## config.mk

```make
export PLATFORM = sky130hd
export DESIGN_NAME = alu_result_serializer
export DESIGN_NICKNAME = d
export VERILOG_FILES = /design/src/rtl/alu_pkg.sv /design/src/rtl/alu_res_fifo.sv /design/src/rtl/alu_result_serializer.sv
export SDC_FILE = /design/constraint.sdc
export NUM_CORES = 1
export LEC_CHECK = 0
export ABC_AREA = 1
export CAP_MARGIN = 20
export CORE_ASPECT_RATIO = 0.9
export CORE_UTILIZATION = 30
export DETAILED_ROUTE_END_ITERATION = 6
export DONT_BUFFER_PORTS = 1
export GPL_TIMING_DRIVEN = 0
export PLACE_DENSITY = 0.56
export SLEW_MARGIN = 20
export SYNTH_ARGS = -nofsm -noshare
export SYNTH_HDL_FRONTEND = slang
export SYNTH_SLANG_ARGS = --single-unit
```

## constraint.sdc

```tcl
create_clock -name clk -period 2.45 [get_ports clk]
set_input_delay 0.6125 -clock clk [delete_from_list [all_inputs] [get_ports clk]]
set_output_delay 0.6125 -clock clk [all_outputs]
set_load 0.03 [all_outputs]
```

## src/rtl/alu_pkg.sv

```systemverilog
// Shared definitions for the ALU result serializer: FSM encoding, byte size
// and the fixed unit priority used by the capture mux.
package alu_pkg;

  localparam int BYTE = 8;

  typedef enum logic {
    IDLE = 1'b0,
    SEND = 1'b1
  } state_t;

  // Enum order is the priority order: the lowest value wins a collision.
  typedef enum logic [1:0] {
    UNIT_ARITH = 2'd0,
    UNIT_LOGIC = 2'd1,
    UNIT_CMP   = 2'd2,
    UNIT_SHIFT = 2'd3
  } unit_t;

  // flags[0] = arith, flags[1] = logic, flags[2] = cmp, flags[3] = shift.
  function automatic unit_t pick_unit(input logic [3:0] flags);
    unit_t winner;
    winner = UNIT_SHIFT;
    for (int i = 3; i >= 0; i--) begin
      if (flags[i]) winner = unit_t'(2'(i));
    end
    return winner;
  endfunction

  function automatic logic multi_hot(input logic [3:0] flags);
    return (flags & (flags - 4'd1)) != 4'd0;
  endfunction

endpackage

```

## src/rtl/alu_res_fifo.sv

```systemverilog
// Synchronous FIFO buffering captured result words; a push into a full FIFO
// is accepted only when a pop frees the head slot in the same cycle.
module alu_res_fifo #(
  parameter int WIDTH = 16,
  parameter int DEPTH = 2
) (
  input  logic                     clk,
  input  logic                     rst,
  input  logic                     push,
  input  logic [WIDTH-1:0]         push_data,
  input  logic                     pop,
  output logic [WIDTH-1:0]         head,
  output logic                     full,
  output logic                     empty,
  output logic [$clog2(DEPTH):0]   count
);

  localparam int PTR_W = $clog2(DEPTH);
  localparam int CNT_W = PTR_W + 1;

  logic [WIDTH-1:0] mem [DEPTH];
  logic [PTR_W-1:0] wr_ptr;
  logic [PTR_W-1:0] rd_ptr;
  logic             do_push;
  logic             do_pop;

  assign full    = (count == CNT_W'(DEPTH));
  assign empty   = (count == '0);
  assign do_pop  = pop && !empty;
  assign do_push = push && (!full || do_pop);
  assign head    = mem[rd_ptr];

  // Pointers wrap naturally because DEPTH is a power of two.
  always_ff @(posedge clk) begin
    if (rst) begin
      wr_ptr <= '0;
      rd_ptr <= '0;
      count  <= '0;
    end else begin
      if (do_push) wr_ptr <= wr_ptr + 1'b1;
      if (do_pop)  rd_ptr <= rd_ptr + 1'b1;
      case ({do_push, do_pop})
        2'b10:   count <= count + 1'b1;
        2'b01:   count <= count - 1'b1;
        default: count <= count;
      endcase
    end
  end

  // NOTE: storage is left unreset; count/pointers gate every read, so stale
  // contents are never observable and the array can map to plain registers/RAM.
  always_ff @(posedge clk) begin
    if (do_push) mem[wr_ptr] <= push_data;
  end

endmodule

```

## src/rtl/alu_result_serializer.sv

```systemverilog
// Captures ALU unit results by fixed priority into a FIFO and streams each
// word out LSB-first as bytes over a valid/ready interface.
module alu_result_serializer
  import alu_pkg::*;
#(
  parameter int WIDTH = 16,
  parameter int DEPTH = 2
) (
  input  logic             clk,
  input  logic             rst,
  input  logic [WIDTH-1:0] arith_out,
  input  logic [WIDTH-1:0] logic_out,
  input  logic [WIDTH-1:0] cmp_out,
  input  logic [WIDTH-1:0] shift_out,
  input  logic             arith_flag,
  input  logic             logic_flag,
  input  logic             cmp_flag,
  input  logic             shift_flag,
  output logic [7:0]       tx_data,
  output logic             tx_valid,
  input  logic             tx_ready,
  output logic             busy,
  output logic             overflow,
  output logic             collision
);

  localparam int NB    = WIDTH / BYTE;
  localparam int IDX_W = (NB > 1) ? $clog2(NB) : 1;
  localparam int CNT_W = $clog2(DEPTH) + 1;

  state_t             state, next_state;
  logic [IDX_W-1:0]   idx;
  logic [3:0]         flags;
  logic [WIDTH-1:0]   sel_data;
  logic [WIDTH-1:0]   head;
  logic [BYTE-1:0]    head_bytes [NB];
  logic               full, empty;
  logic [CNT_W-1:0]   count;
  logic               handshake, last_byte, pop, push_req, push_ok;

  assign flags     = {shift_flag, cmp_flag, logic_flag, arith_flag};
  assign handshake = (state == SEND) && tx_ready;
  assign last_byte = (idx == IDX_W'(NB - 1));
  assign pop       = handshake && last_byte;
  assign push_req  = (|flags) && !rst;
  assign push_ok   = push_req && (!full || pop);

  // NOTE: every always_comb output gets a default first so no latch is inferred.
  always_comb begin
    sel_data = shift_out;
    case (pick_unit(flags))
      UNIT_ARITH: sel_data = arith_out;
      UNIT_LOGIC: sel_data = logic_out;
      UNIT_CMP:   sel_data = cmp_out;
      UNIT_SHIFT: sel_data = shift_out;
      default:    sel_data = shift_out;
    endcase
  end

  alu_res_fifo #(.WIDTH(WIDTH), .DEPTH(DEPTH)) u_fifo (
    .clk       (clk),
    .rst       (rst),
    .push      (push_req),
    .push_data (sel_data),
    .pop       (pop),
    .head      (head),
    .full      (full),
    .empty     (empty),
    .count     (count)
  );

  // Leaving IDLE on the capturing edge gives byte 0 the cycle after the flag.
  always_comb begin
    next_state = state;
    case (state)
      IDLE:    if (push_ok || !empty) next_state = SEND;
      SEND:    if (pop && count == CNT_W'(1) && !push_ok) next_state = IDLE;
      default: next_state = IDLE;
    endcase
  end

  // NOTE: sequential state uses non-blocking assignments only.
  always_ff @(posedge clk) begin
    if (rst) begin
      state     <= IDLE;
      idx       <= '0;
      overflow  <= 1'b0;
      collision <= 1'b0;
    end else begin
      state <= next_state;
      if (handshake) idx <= last_byte ? '0 : idx + 1'b1;
      if (push_req && !push_ok) overflow <= 1'b1;
      if (multi_hot(flags)) collision <= 1'b1;
    end
  end

  always_comb begin
    for (int i = 0; i < NB; i++) head_bytes[i] = head[i*BYTE +: BYTE];
  end

  always_comb begin
    tx_data = '0;
    if (state == SEND) tx_data = head_bytes[idx];
  end

  assign tx_valid = (state == SEND);
  assign busy     = (state == SEND) || (count != '0);

endmodule

```

==> results.sh <==
export IMPL_drt_iter0_markers=112
export IMPL_cp_arrival_ps=1730
export IMPL_fin_nets=324
export IMPL_htreeDepth=2
export IMPL_grt_pass1_wl_um=7797
export IMPL_ctsHoldBuffers=0
export IMPL_netlist_area_um2=2110
export IMPL_fillCellCount=688
export IMPL_cts_setup_buffers=0
export IMPL_ff2ff_path_depth=7
export IMPL_core_um2=6691
export IMPL_instances_no_fill=340
export IMPL_hold_class="input port to flip-flop"
export IMPL_drv_slew=0
export IMPL_via_count=1627
export IMPL_drive_above_1_share=0.1280
export IMPL_synth_avg_cell_area_um2=8.681
export IMPL_ir_worst_vdd_uv=251.5
export IMPL_grt_pass1_vias=1591
export IMPL_final_cell_mix="nand2_1, nor2_1, edfxtp_1"
export IMPL_endpoint_kind="output port"
export IMPL_crit_fanout=9
export IMPL_grt_max_degree=17
export IMPL_io_pins=83
export IMPL_setup_viol=0
export IMPL_power_density_cell_area_nw_per_um2=723.5
export IMPL_wl_per_cell_um=14.21
export IMPL_hold_viol=0
export IMPL_highest_signal_layer="met4"
export IMPL_final_common_cell="nand2_1"
export IMPL_rows=28
export IMPL_crit_required_ps=1840
export IMPL_status="finished clean"
export IMPL_relSlewSlack=0.4230
export IMPL_diodes=0
export IMPL_min_path_cells=1
export IMPL_hpwl_um=3686
export IMPL_ys_warnings_count=0
export IMPL_ys_types=21
export IMPL_clockBufferDepth=2
export IMPL_start_util=0.3153
export IMPL_cts_root_buf="clkbuf_8"
export IMPL_insertion_delay_ps=290
export IMPL_cts_inserted_buffers=5
export IMPL_yosysSeqAreaShare=0.5409
export IMPL_wl_met2_um=2247
export IMPL_grt_usage=0.1401
export IMPL_placed_cells=333
export IMPL_fp_dieArea_um2=7371
export IMPL_ys_ff_latch=41
export IMPL_clock_sinks=41
export IMPL_fp_dieH_um=81.55
export IMPL_period_minus_slack_ps=2345
export IMPL_antenna_left=0
export IMPL_wl_met3_um=316
export IMPL_drv_cap=0
export IMPL_cts_tree="yes"
export IMPL_syn_num_nets=318
export IMPL_clk_pin_slew_ps=70
export IMPL_power_total_w=0.001706
export IMPL_synthCells=243
export IMPL_drtPass1Iterations=4
export IMPL_gr_total_overflow=0
export IMPL_fp_dieW_um=90.39
export IMPL_fmax_mhz=426.5
export IMPL_vias_per_cell=4.785
export IMPL_p_leak_nw=0.8661
export IMPL_critPathKind="flip-flop to output port"
export IMPL_area_delta_synth_final_pct=11.74
export IMPL_place_gp_congestion=0.7239
export IMPL_portBuffers=0
export IMPL_finClkSkew_ps=4.999
export IMPL_crit_path_start_kind="flip-flop"
export IMPL_post_route_period_util=0.9571
export IMPL_worstMarginPinSlew_ps=864.5
export IMPL_drt_met1_wl_um=2169
export IMPL_routed_wl_um=4832
export IMPL_drc_errors=0
export IMPL_antenna_found_initial=0
-- per-stage QoR --
step           setup TNS (ps)  hold WS (ps)  setup slack (ps)  utilization  area (µm²)
4_1_cts                -15.94         367.6            -15.94       0.3497        2340
6_report                    0         378.9             105.2       0.3523        2357
3_3_place_gp            -5894         436.6            -368.8       0.3321        2222
3_5_place_dp                0         441.1             41.07       0.3325        2225
5_1_grt                -16.24         367.8            -7.119       0.3523        2357
2_1_floorplan               0         425.5             209.1            -        2110
-- report_power, final --
part           total [W]  internal [W]  switching [W]
clock network   0.000433      0.000201       0.000232
registers       0.000884      0.000842      0.0000421
logic           0.000389      0.000107       0.000282
total            0.00171       0.00115       0.000556
-- synthesized netlist by cell type, drive strengths merged --
cell type	count	share of area
nand3	3	0.0071
nor3	1	0.0077
o21ai	19	0.045
nand4	17	0.050
ha	4	0.024
clkbuf	2	0.0036
xor2	2	0.0083
inv	11	0.020
nor2	41	0.085
dfxtp	9	0.085
clkinv	2	0.0036
edfxtp	32	0.46
a31oi	1	0.0030
nand2	77	0.14
buf	7	0.030
a21oi	15	0.036
-- flip-flops by register name (all words and copies together), names as in the netlist, named ones only --
signal and flops:
u_fifo.mem 32, u_fifo.count 2, tx_valid 1, overflow 1, u_fifo.wr_ptr 1, collision 1
u_fifo.rd_ptr 1, idx 1
-- routing by layer --
| metal | global-route usage | vias up |
|---|---|---|
| met2 | 0.2389 | 68 |
| met4 | 0.06935 | 0 |
| li1 | - | 828 |
| met5 | 0 | - |
| met1 | 0.1663 | 722 |
| met3 | 0.03704 | 9 |
-- cell type report --
class                           count  area, µm²  share of cell area
Sequential cell                    41       1141              0.4841
Multi-Input combinational cell    180      889.6              0.3774
Tap cell                           90      112.6             0.04777
Clock buffer                        6      72.57             0.03079
Buffer                              8      72.57             0.03079
Inverter                           13      53.80             0.02282
Clock inverter                      2      15.01            0.006369
-- critical path, cell delays in order (launching register included) --
cell        delay (ps)
dfxtp_1            600
clkinvlp_4         400
a21oi_2            440
-- cell families (layout without fill, tap and decap cells) --
logic type	after synthesis	in the layout	synth area share
AO/OA/AOI/OAI	35	35	0.08363
adder cells (fa/ha/maj)	4	4	0.02373
flip-flops	41	41	0.5409
XOR/XNOR	2	2	0.008305
AND/OR/NAND/NOR	139	139	0.2871
buffers and inverters	22	29	0.05635
-- worst paths after layout --
kind	startpoint	to	slack [ps]
worst min-delay path	rst	collision	380
worst min register to register	u_fifo.rd_ptr	flip-flop	450
worst max-delay path	tx_valid	tx_data[3]	110
worst max register to register	u_fifo.count[0]	u_fifo.mem[0][9]	370
-- timing repair --
item	CTS	global route
pin swaps	2	1
resized for setup	9	5
setup endpoints to repair	8	9
cloned	0	0
endpoints found under the hold margin	0	0
(Power assumes the default switching activity.)
==> RTL change (same flow settings) <==
Reset style: asynchronous (`rst`), changed in 2 clocked blocks.
--- a/src/rtl/alu_res_fifo.sv
+++ b/src/rtl/alu_res_fifo.sv
@@ -31,7 +31,7 @@
   assign head    = mem[rd_ptr];
 
   // Pointers wrap naturally because DEPTH is a power of two.
-  always_ff @(posedge clk) begin
+  always_ff @(posedge clk or posedge rst) begin
     if (rst) begin
       wr_ptr <= '0;
       rd_ptr <= '0;
--- a/src/rtl/alu_result_serializer.sv
+++ b/src/rtl/alu_result_serializer.sv
@@ -80,7 +80,7 @@
   end
 
   // NOTE: sequential state uses non-blocking assignments only.
-  always_ff @(posedge clk) begin
+  always_ff @(posedge clk or posedge rst) begin
     if (rst) begin
       state     <= IDLE;
       idx       <= '0;
Formal check against the unedited RTL: differs if rst is asserted again (counterexample within 4 cycles, from zero or initial values and one cycle with rst high); with rst held inactive, the same outputs for 10 cycles.
==> RTL change against the original RTL <==
Design area up 4.1%; sequential cell count decreased by 1; critical path type unchanged; area after synthesis is 3.2% higher; utilization down 0.35 points; routed wire length grew 12%; critical endpoint is now tx_data[6]; cell count shrank 0.29%; worst setup slack improved by 0.044 ns; worst hold slack got worse by 0.22 ns.
Power is not compared: it rests on default switching activity, and its combinational part moved more than twofold at a synthesized area within 25%.
==> RTL change: results (changes against the original RTL) <==
* Distinct cell type count after synthesis at 26 (+24%)
* Layout cell share with drive strength beyond 1 at 15.85% (+3.1 points)
* Post-placement cell area at 2296 µm² (+3.2%)
* CP Capture Point: tx_data[6]
* Outcome: finished, final reports clean
* Met3 Wirelength at 233 µm (-26%)
* Synth area leaders: edfxtp_1 (44%), nand2_1 (10%), nand4_1 (9.5%)
* Mapped Cells at 238 (-2.1%)
* Gr usage total at 14.48% (+0.48 points)
* HPWL after DPL at 4107 µm (+11%)
* Seq/Total Area, Yosys at 53.33% (-0.76 points)
* Worst Hold Class: primary input to async pin
* First-pass GRT wire length at 8404 µm (+7.8%)
* DRT met1 WL at 2639 µm (+22%)
* CP Data Arrival Time at 1.69 ns (-0.04 ns)
* Vias in the first global route at 1652 (+3.8%)
* Origin of the critical flop-to-flop path: u_fifo.count[0]
* Crit path max fanout at 10 (+1)
* Drt total wl at 5419 µm (+12%)
* Crit. Startpoint: u_fifo.rd_ptr
* RR Endpoint: u_fifo.mem[1][6]
* Synthesized Nets at 313 (-1.6%)
* Final Skew at 0.006150 ns (+0.001151 ns)
* Final min period at 2.301 ns (-0.04379 ns)
* Synth cell count leaders: nand2_1 (58), nor2_1 (35), nand4_1 (33)
* Met2 wire len at 2494 µm (+11%)
* Ys async rst share at 20.00% (+20 points)
* Vias/cell at 5.086 (+6.3%)
* GPL Wtd Cong at 0.7337 (+1.4%)
* Final #Nets at 321 (-0.93%)
* Worst-Margin Slew at 0.8291 ns (-0.03540 ns)
* Crit path max-delay cell type: a21oi_2
RTL change: cell families (layout without fill, tap and decap cells):
kind of cell,after synthesis,count (layout),share of synthesized area (%)
fa+ha+maj,4,4,2.299
xor+xnor,4,4,1.609
flops,40,40,53.33
simple gates,135,135,29.25
buf+inv,26,34,6.552
compound gates,29,29,6.954
RTL change: routing by layer:
layer / GRT usage (%) / vias to the layer above
met4: 5.824 / 0
met3: 1.832 / 4
met5: 0 / -
li1: - / 842
met2: 22.62 / 70
met1: 20.40 / 808
RTL change: what timing repair did:
action,4_1_cts,5_1_grt
pin swaps,0,1
hold endpoints to repair,0,0
resized for setup,0,15
setup endpoints to repair,8,8
hold buffers,0,0
buffers inserted,0,1
cloned,0,0
RTL change: power by group through the flow:
stage	registers [mW]	logic [mW]	clock network [mW]
CTS	0.996	1.11	0.417
floorplan	0.997	0.859	0
finish	0.998	1.24	0.405
global route	1.01	1.37	0.439
global placement	1.01	1.09	0
detailed placement	1.01	1.10	0
RTL change: worst max-delay path, delay by kind of cell, from the launching register on:
kind	cells	cell delay, ns
buffers and inverters	3	0.51
AOI/OAI and AO/OA	2	0.54
DFF	1	0.36
RTL change: cell type report:
class / instances / area [µm²]
repair buffers: 1 / 7.507
well taps: 93 / 116.4
plain buffers: 12 / 90.09
inverters: 14 / 62.56
multi-input cells: 172 / 935.9
clock inverters: 2 / 12.51
flip-flops and latches: 40 / 1161
clock buffers: 5 / 68.82
fillers: 750 / 4584
RTL change: worst min path at each step:
stage,slack (ns),cells after the start,endpoint,start
after floorplan,0.43,1,collision,rst
after global placement,0.45,2,u_fifo.wr_ptr,u_fifo.wr_ptr
after detailed placement,0.47,2,u_fifo.wr_ptr,u_fifo.wr_ptr
after CTS,0.17,1,collision,rst
after global routing,0.17,1,collision,rst
final,0.16,1,u_fifo.count[0],rst
